**config.mk**
```make
export PLATFORM = sky130hd
export DESIGN_NAME = load_use_scoreboard
export DESIGN_NICKNAME = d
export VERILOG_FILES = /design/src/rtl/load_use_scoreboard.sv
export SDC_FILE = /design/constraint.sdc
export NUM_CORES = 1
export LEC_CHECK = 0
export CAP_MARGIN = 25
export CORE_ASPECT_RATIO = 1.25
export CORE_MARGIN = 5
export CORE_UTILIZATION = 45
export DETAILED_ROUTE_END_ITERATION = 16
export PLACE_DENSITY = 0.65
export SLEW_MARGIN = 10
export SYNTH_ARGS = -nofsm -noshare
export SYNTH_HDL_FRONTEND = slang
export SYNTH_SLANG_ARGS = --single-unit
```
**constraint.sdc**
```tcl
create_clock -name clk -period 6 [get_ports clk]
set_input_delay 1.2 -clock clk [delete_from_list [all_inputs] [get_ports clk]]
set_output_delay 1.2 -clock clk [all_outputs]
set_load 0.02 [all_outputs]
```
**src/rtl/load_use_scoreboard.sv**
```systemverilog
// Producer-side hazard scoreboard for the 5-stage pipeline.
// Each architectural register has a countdown. It holds the number of cycles
// left before that register's pending result can be forwarded into EX. A
// consumer in ID is stalled while any register it reads still has a nonzero
// countdown.
module load_use_scoreboard #(
   parameter int unsigned MUL_LAT = 3,
   parameter int unsigned CNT_W   = 3,
   parameter int unsigned STAT_W  = 16
) (
   input  logic              clk,
   input  logic              rst_n,
   input  logic              id_valid,
   input  logic [4:0]        id_rs,
   input  logic [4:0]        id_rt,
   input  logic              id_uses_rs,
   input  logic              id_uses_rt,
   input  logic              id_reg_write,
   input  logic [4:0]        id_rd,
   input  logic [1:0]        id_lat_class,
   output logic              stall,
   output logic [31:0]       pending_mask,
   output logic [STAT_W-1:0] stall_cycles
);

   localparam int unsigned NREG = 32;

   localparam logic [1:0] CLS_ALU  = 2'b00;
   localparam logic [1:0] CLS_LOAD = 2'b01;
   localparam logic [1:0] CLS_MUL  = 2'b10;

   localparam logic [CNT_W-1:0] LOAD_CNT = CNT_W'(1);
   localparam logic [CNT_W-1:0] MUL_CNT  = CNT_W'(MUL_LAT);

   // Per-register countdowns. Entry 0 is never loaded, so it stays 0.
   logic [CNT_W-1:0] cnt [NREG];

   logic             rs_busy;
   logic             rt_busy;
   logic             issue;
   logic             record;
   logic [CNT_W-1:0] load_val;

   // Hazard detection against the pre-update counters.
   // A producer that reads its own destination therefore never stalls on itself.
   always_comb begin
      rs_busy = 1'b0;
      rt_busy = 1'b0;
      if (id_uses_rs) rs_busy = (cnt[id_rs] != '0);
      if (id_uses_rt) rt_busy = (cnt[id_rt] != '0);
      stall  = id_valid && (rs_busy || rt_busy);
      issue  = id_valid && !stall;
      record = issue && id_reg_write && (id_rd != 5'd0);
   end

   // Forwarding distance of the issuing producer; class 11 behaves like a load.
   always_comb begin
      load_val = LOAD_CNT;
      case (id_lat_class)
         CLS_ALU:  load_val = '0;
         CLS_LOAD: load_val = LOAD_CNT;
         CLS_MUL:  load_val = MUL_CNT;
         default:  load_val = LOAD_CNT;
      endcase
   end

   // Pending view of the scoreboard for debug and the ID stage.
   always_comb begin
      pending_mask = '0;
      for (int r = 0; r < NREG; r++) begin
         pending_mask[r] = (cnt[r] != '0);
      end
   end

   // Countdown update: a new producer overrides the entry (newest wins), otherwise it counts down to 0.
   always_ff @(posedge clk or negedge rst_n) begin
      if (!rst_n) begin
         for (int r = 0; r < NREG; r++) begin
            cnt[r] <= '0;
         end
      end else begin
         for (int r = 0; r < NREG; r++) begin
            if (record && (id_rd == 5'(r))) begin
               cnt[r] <= load_val;
            end else if (cnt[r] != '0) begin
               cnt[r] <= cnt[r] - CNT_W'(1);
            end
         end
      end
   end

   // Saturating count of cycles spent stalled.
   always_ff @(posedge clk or negedge rst_n) begin
      if (!rst_n) begin
         stall_cycles <= '0;
      end else if (stall && (stall_cycles != '1)) begin
         stall_cycles <= stall_cycles + STAT_W'(1);
      end
   end

endmodule

```
==> Word-level counts from Yosys, hierarchy flattened <==
Cells that the tools add are included.
{ "totals": {"reg_bits": 112, "latchBits": 0, "ramBits": 0, "romBits": 0, "input_bits": 23, "output_inout_bits": 49, "wordCells": 284, "memories": 0} }
{ "classes": {"addsub": 33, "multipliers": 0, "n_div": 0, "n_lt_le_gt_ge": 2, "n_eq_ne": 33, "shift": 0, "muxes": 73, "bitwise": 2, "reduce_logical": 108} }
{ "op_table": {"columns": ["op", "count"], "rows": [
  ["3-bit 2-to-1 mux", 68],
  ["3-bit nonzero test", 34],
  ["3-bit by 1-bit subtractor with 3-bit output, second input constant", 32],
  ["5-bit equality test, second input constant", 16],
  ["2-bit nonzero test", 32],
  ["5-bit by 4-bit equality test with 1-bit output, second input constant", 8],
  ["1-bit logical AND", 37],
  ["3-bit binary-select mux with 5-bit select", 2],
  ["5-bit by 3-bit equality test with 1-bit output, second input constant", 4],
  ["16-bit by 1-bit adder with 16-bit output, second input constant", 1],
  ["16-bit inequality test, second input constant", 1],
  ["6-bit >= comparator, second input constant", 2],
  ["5-bit NOT with 6-bit output", 2],
  ["5-bit by 2-bit equality test with 1-bit output, second input constant", 2],
  ["5-bit by 1-bit equality test with 1-bit output, second input constant", 1],
  ["5-bit logical NOT", 1],
  ["5-bit nonzero test", 1],
  ["2-bit case mux with 2 select lines", 1],
  ["2-bit equality test, second input constant", 1],
  ["2-bit logical NOT", 1],
  ["1-bit 2-to-1 mux", 2],
  ["1-bit logical NOT", 1],
  ["1-bit logical OR", 1]
]} }

==> Logic depth before layout (Yosys ltp) <==
Gate-level depths: netlist of the first run.
{ "depth": {"word_depth": 14, "mapped_depth": 12, "mapped_depth_nobuf": 8} }

==> Worst setup path after synthesis of the first run <==
OpenSTA, ideal clock, no wires.
{ "synth_timing": {"path_kind": "input to output", "from": "in id_rs[0]", "to": "out stall", "t_arrival_ps": 3103, "required_time_ps": 4800, "setup_slack_ps": 1697, "cell_stages": 9, "path_buffers": 2, "path_cell_list": "buf_2 -> mux4_2 -> or3b_1 -> a211oi_2 -> nor4b_1 -> and3_1 -> a31oi_4 -> buf_2 -> nor2b_1"} }
{ "synth_between": {"elab_chain_cells": 8} }
{ "synth_rtl": {"columns": ["item", "line", "text"], "rows": [
  ["from (decl)", "14", "input logic [4:0] id_rs,"],
  ["5-bit NOT with 6-bit output (implied by the code)", "49", "if (id_uses_rs) rs_busy = (cnt[id_rs] != '0);"],
  ["3-bit binary-select mux with 5-bit select", "49", null],
  ["3-bit 2-to-1 mux (implied by the code) (2 in a row)", "49", null],
  ["3-bit nonzero test", "49", null],
  ["1-bit 2-to-1 mux", "49", null],
  ["1-bit logical OR", "51", "stall = id_valid && (rs_busy || rt_busy);"],
  ["1-bit logical AND", "51", null],
  ["to (decl)", "21", "output logic stall,"]
]} }
Every way passes these cells. The select of a mux whose other input is x is not followed.

==> Final worst setup path of the first run <==
{ "layout_timing": {"from": "in id_rt[1]", "to": "out stall"} }
{ "layout_between": {"elab_chain_cells": 8} }
{ "layout_rtl": {"columns": ["item", "line", "text"], "rows": [
  ["from (decl)", "15", "input logic [4:0] id_rt,"],
  ["5-bit NOT with 6-bit output (implied by the code)", "50", "if (id_uses_rt) rt_busy = (cnt[id_rt] != '0);"],
  ["3-bit binary-select mux with 5-bit select", "50", null],
  ["3-bit 2-to-1 mux (implied by the code) (2 in a row)", "50", null],
  ["3-bit nonzero test", "50", null],
  ["1-bit 2-to-1 mux", "50", null],
  ["1-bit logical OR", "51", null],
  ["1-bit logical AND", "51", null]
]} }
Every way passes these cells. The select of a mux whose other input is x is not followed.

==> results of run 1 <==
-- power by group --
group / internal, mW / leakage, nW / switching [mW]
sequential: 1.14 / 1.35 / 0.348
clock: 0.301 / 0.134 / 0.275
combinational: 1.13 / 2.89 / 1.21
-- final cells by class --
class,instances,area (um2)
inverters,132,495
well taps,220,275
clock buffers,12,256
fillers,1548,7970
clock inverters,3,17.5
flip-flops and latches,112,2800
multi-input cells,534,4180
repair buffers,81,783
-- metrics by stage --
step | instance area (um2) | power [mW]
floorplan | 7630 | 3.17
global placement | 8530 | 3.78
CTS | 8810 | 4.45
finish | 8810 | 4.40
detailed placement | 8530 | 3.85
global route | 8810 | 4.85
-- critical path, cell delays in order --
cell,delay (ns)
clkdlybuf4s50_1,0.73
mux4_2,0.55
a2111oi_0,0.40
o2111ai_1,0.19
nor3b_1,0.19
a31oi_4,0.21
nor2b_1,0.07
clkdlybuf4s50_1,0.54
-- registers in the layout (all words and copies together) (netlist names) --
| register | count |
|---|---|
| stall_cycles | 16 |
| cnt | 96 |
-- per-layer routing --
| metal | share of wire | vias to the layer above | track usage |
|---|---|---|---|
| li1 | - | 2952 | - |
| met1 | 0.44 | 2910 | 0.245 |
| met2 | 0.50 | 138 | 0.334 |
| met3 | 0.045 | 30 | 0.0390 |
| met4 | 0.020 | 0 | 0.0634 |
| met5 | 0 | - | 0 |
-- cells by family (layout without fill, tap and decap cells) --
group / after synthesis / in the layout / synth area share
AOI/OAI and AO/OA: 109 / 109 / 0.0916
xor gates and xnor gates: 47 / 47 / 0.0539
adders and majority gates: 65 / 65 / 0.107
buffers and inverters: 164 / 228 / 0.0857
DFF: 112 / 112 / 0.367
muxes: 95 / 95 / 0.140
and+or+nand+nor: 218 / 218 / 0.155
-- how the worst max path moves through the flow --
stage / start / to / slack (ns)
after floorplan: id_rs[0] / stall / 1.70
after global placement: id_rt[1] / stall / 0.75
after detailed placement: id_rt[1] / stall / 0.71
after CTS: id_rt[1] / stall / 0.70
after global routing: id_rt[1] / stall / 0.56
final: id_rt[1] / stall / 0.73
-- cells in the final DEF (no fill, tap or decap), types with 7 or more instances in the layout --
| cell type | synthesis | final |
|---|---|---|
| inv_1 | 132 | 132 |
| dfrtp_1 | 112 | 112 |
| clkdlybuf4s50_1 | 0 | 70 |
| mux2i_1 | 66 | 66 |
| ha_1 | 65 | 65 |
| nor2_1 | 53 | 52 |
| xor2_1 | 46 | 46 |
| a21oi_1 | 42 | 42 |
| nor3_1 | 38 | 38 |
| a31oi_1 | 29 | 29 |
| nand2_1 | 22 | 22 |
| mux2_2 | 22 | 22 |
| nand3_1 | 19 | 19 |
| nor4_1 | 18 | 18 |
| and3_1 | 13 | 13 |
| nand4_1 | 11 | 11 |
| buf_4 | 1 | 11 |
| a2111oi_0 | 10 | 10 |
| nand3_2 | 10 | 10 |
| o21ai_0 | 9 | 9 |
| clkbuf_16 | 0 | 9 |
| nor3b_1 | 7 | 7 |
| mux4_2 | 7 | 7 |
| nor4b_1 | 7 | 7 |
==> results.md, run 1 <==
- Primary FF master, synth: dfrtp_1
- Num CTS Buffers: 9
- Antenna viol nets, final: 0
- Mapped Cells: 810
- Die Area: 0.0197 mm2
- Fin. max-slew vios: 0
- FP Rows: 53
- Unrepaired setup endpoints after global routing: no
- Mapped Avg Cell Area: between 9 and 10 um2
- Post-synth top area cell: dfrtp_1
- Tcrit/Tclk final: 0.878
- H-tree depth: 3
- Num ports: 72
- Synth cell types: between 40 and 50
- Synth top cells by count: inv_1, dfrtp_1, mux2i_1, ha_1, nor2_1
- Worst hold path startpoint: stall_cycles[6]$_DFFE_PN0P_
- Worst R2R Path Depth: 9
- Achievable Freq: 190 MHz
- Root buffer cell: clkbuf_16
- Port Buffers: 71
- Clock sinks: 112
- Placed cells: 1079
- VDD IR max: 0.224 mV
- Reg2reg end: cnt[2]$_DFFE_PN0P_
- Synth area leaders: dfrtp_1, ha_1, mux2i_1
- Setup slack after layout: about 0.73 ns
- Kind of critical path: in2out
- Synth top area share: 0.367
- Global placement routability congestion: 0.845
- Fin nets: 958
- Chip Height: approximately 160 um
- P_leak: between 4 and 5 nW
- Worst slew margin: 0.326
- Hold Vio Cnt, Final: 0
- Post-DR vias/cell: 5.51
- Post-DP HPWL: 13800 um
- CP endpoint kind: primary output
- Status: complete, no violations
- Core Util, Final: 0.525
- Drt wl/cell: about 17 um
- CP Data Arrival Time: 4.07 ns
- Max Cap Viol: 0
- Worst Path Required: 4.80 ns
- Layout Skew: 0.00928 ns
- Initial Util: 0.455
- Ant. Diodes: 0
- Worst Hold End: stall_cycles[6]$_DFFE_PN0P_
- # setup viols final: 0
- Routed WL: roughly 19000 um
- Asr flop ratio synth: 1.00
- Crit-path max FO: 11
- Synth warnings: 0
- Antenna violations before repair: 0
- Core footprint: 0.0168 mm2
- Post-CTS setup buffer count: 0
- TritonCTS clock tree: yes
- Startpoint class of the critical path: input port
- GR Util All Layers: 0.194
- Net count after synthesis: roughly 900
- Pwr/cell area: 500 mW/mm2
- RR Startpoint: cnt[49]$_DFFE_PN0P_
- Tmin final: 5.27 ns
- Fraction of layout cells with a size suffix above 1: 0.0767
- Register clock-pin slew on the reported worst setup and hold paths: 0.07 ns
- Global-route wire length before repair: just over 30000 um
- Die Width: 126 um
- Seq cells post-synth: 112
- Initial DRC count: 406
- Largest net degree at the start of global routing: 68
- Vias in the first global route: about 6000
- Final std cells w/o fill: between 1000 and 1500
- Final TNS setup: 0 ns
- Residual DRC: 0
- Mapped Area: roughly 0.0076 mm2
- Worst-margin pin slew: 1.01 ns
- Routed via count: 6030
- CTS max path bufs: 2
- Total grt overflow: 0
- Worst-skew pair later-pin latency: 0.36 ns
- Sequential area share after synthesis: 0.367
- Number of synthesized flops with an enable pin: 0
- CTS resizes: 0
- Reg-to-reg slack, setup: about 2.6 ns
- Synth-to-layout area growth: 15.4%
- Hold path cells: 1
- Cts hold-fix bufs: 0
- Place WS: 0.705 ns
- Detailed-router iteration count before antenna repair: 4
- Most numerous cell in the Yosys netlist: inv_1
- Final hold slack: between 0.4 and 0.5 ns
- Hold crit path type: reg2reg
Power figures use the tool's default switching activity.
==> run 2: changes to the inputs <==
--- a/config.mk
+++ b/config.mk
@@ -10,7 +10,8 @@
 export CORE_MARGIN = 5
 export CORE_UTILIZATION = 45
 export DETAILED_ROUTE_END_ITERATION = 16
-export PLACE_DENSITY = 0.65
+export DONT_BUFFER_PORTS = 1
+export SKIP_LAST_GASP = 1
 export SLEW_MARGIN = 10
 export SYNTH_ARGS = -nofsm -noshare
 export SYNTH_HDL_FRONTEND = slang
==> results.md, run 2 (same netlist as run 1, synthesis figures left out) <==
- Antenna violations before repair: 1
- Initial Util: 0.455
- Sw Share: 0.437
- Vias in the first global route: 6237
- Fin. max-slew vios: 0
- Die Area: 0.0197 mm2
- Final TNS setup: 0 ns
- Die Width: roughly 130 um
- Post-CTS setup buffer count: 0
- Chip Height: 156 um
- Crit-path max FO: 15
- Register name with the most flops: cnt
- Global-route wire length before repair: 31700 um
- Residual DRC: 0
- Core footprint: 0.0168 mm2
- CP Data Arrival Time: 2.86 ns
- Pwr/cell area: ~520 mW/mm2
- Routed via count: between 5000 and 6000
- Initial DRC count: 330
- P_leak: ~4 nW
- Largest net degree at the start of global routing: ~110
- # setup viols final: 0
- FP Rows: 53
- Total grt overflow: 0
- Port Buffers: 0
- Post-DP HPWL: 14200 um
- Global placement routability congestion: 0.836
- Max Cap Viol: 0
- Drt wl/cell: around 19 um
- CTS max path bufs: 2
- Tmin final: 4.06 ns
- Clock share of power: 0.141
- Core Util, Final: 0.481
- Post-DR vias/cell: 5.77
- Final std cells w/o fill: 1018
- Hold crit path type: in2async
- Worst-skew pair later-pin latency: 0.36 ns
- Antenna viol nets, final: 0
- Dpl cell area: just under 0.008 mm2
- Pint: ~2.4 mW
- Overall power: 4.24 mW
- Layout Skew: 0.0121 ns
- CP endpoint kind: primary output
- Top Registers: cnt: 96 flops, stall_cycles: 16 flops
- TritonCTS clock tree: yes
- Achievable Freq: roughly 250 MHz
- Routed WL: between 15000 and 20000 um
- Combinational share of power: 0.503
- GR Util All Layers: 0.202
- VDD IR max: 0.263 mV
- Status: complete, no violations
- Root buffer cell: clkbuf_16
- Kind of critical path: in2out
- Worst-margin pin slew: 1.03 ns
- H-tree depth: 3
- Clock sinks: 112
- Num ports: 72
- Register clock-pin slew on the reported worst setup and hold paths: approximately 0.070 ns
- Fin area: 0.00807 mm2
- Placed cells: 1000
- Unrepaired setup endpoints after global routing: no
- Tcrit/Tclk final: 0.676
- Synth-to-layout area growth: 5.77%
- Fraction of layout cells with a size suffix above 1: 0.0778
- Cts hold-fix bufs: 0
- Most frequent cells in the layout: inv_1, dfrtp_1, mux2i_1
- Reg power frac: 0.356
- Worst slew margin: 0.312
- Detailed-router iteration count before antenna repair: 5
- Startpoint class of the critical path: input port
- Num CTS Buffers: 9
- Psw: 1.85 mW
- Number of flip-flops in the largest register: 96
- Fin nets: 880
- CTS resizes: 0
- Worst Path Required: 4.80 ns
- Hold Vio Cnt, Final: 0
- Commonest non-fill, non-tap cell in the layout: inv_1
## run 2: cell count changes in the layout (fill, tap and decap cells not counted), moves of 2 or more
cell             previous run  this run
clkdlybuf4s50_1            70         0
inv_6                       0         3
clkinv_2                    2         0
buf_4                      11         3
## run 2: final cells by class
type                       instances  area (um2)
inverter                         132         495
antenna                            1        2.50
fill                            1556        8700
multi-input combinational        534        4190
tap                              220         275
timing repair buffer               3        22.5
clock inverter                     6        50.0
clock buffer                      10         239
sequential                       112        2800
## run 2: stage by stage
| stage | setup WS [ns] | hold slack (ns) |
|---|---|---|
| floorplan | 1.70 | 0.479 |
| global placement | 1.95 | 0.504 |
| detailed placement | 1.92 | 0.530 |
| CTS | 1.95 | 0.520 |
| global route | 1.88 | 0.518 |
| finish | 1.94 | 0.536 |
## run 2: worst max-delay path: stages
cell and delay (ns):
mux4_2 0.47, or3b_1 0.39, a211oi_2 0.15, nor4b_1 0.07, and3_1 0.20, a31oi_4 0.21
nor2b_1 0.16
## run 2: power groups by stage
stage	registers, mW	clock network (mW)	logic (mW)
after global placement	1.49	0	1.99
after floorplan	1.41	0	1.76
after global routing	1.56	0.639	2.47
final	1.51	0.597	2.13
after detailed placement	1.52	0	2.15
after CTS	1.50	0.614	2.16
## run 2: final timing paths
path	start	endpoint	slack, ns	cells after the start
hold / removal	rst_n	cnt[85]$_DFFE_PN0P_	0.54	0
setup reg to reg	cnt[49]$_DFFE_PN0P_	cnt[3]$_DFFE_PN0P_	2.45	9
max in group asynchronous	rst_n	cnt[43]$_DFFE_PN0P_	5.26	0
hold reg to reg	cnt[93]$_DFFE_PN0P_	cnt[93]$_DFFE_PN0P_	0.55	1
min in group clk	cnt[93]$_DFFE_PN0P_	cnt[93]$_DFFE_PN0P_	0.55	1
setup / recovery	id_rs[0]	stall	1.94	7
## run 2: layer usage
metal,track usage,up-vias,part of all wire
met5,0,-,0
met4,0.0751,0,0.020
met3,0.0493,28,0.058
met2,0.361,133,0.52
met1,0.234,2915,0.40
li1,-,2796,-
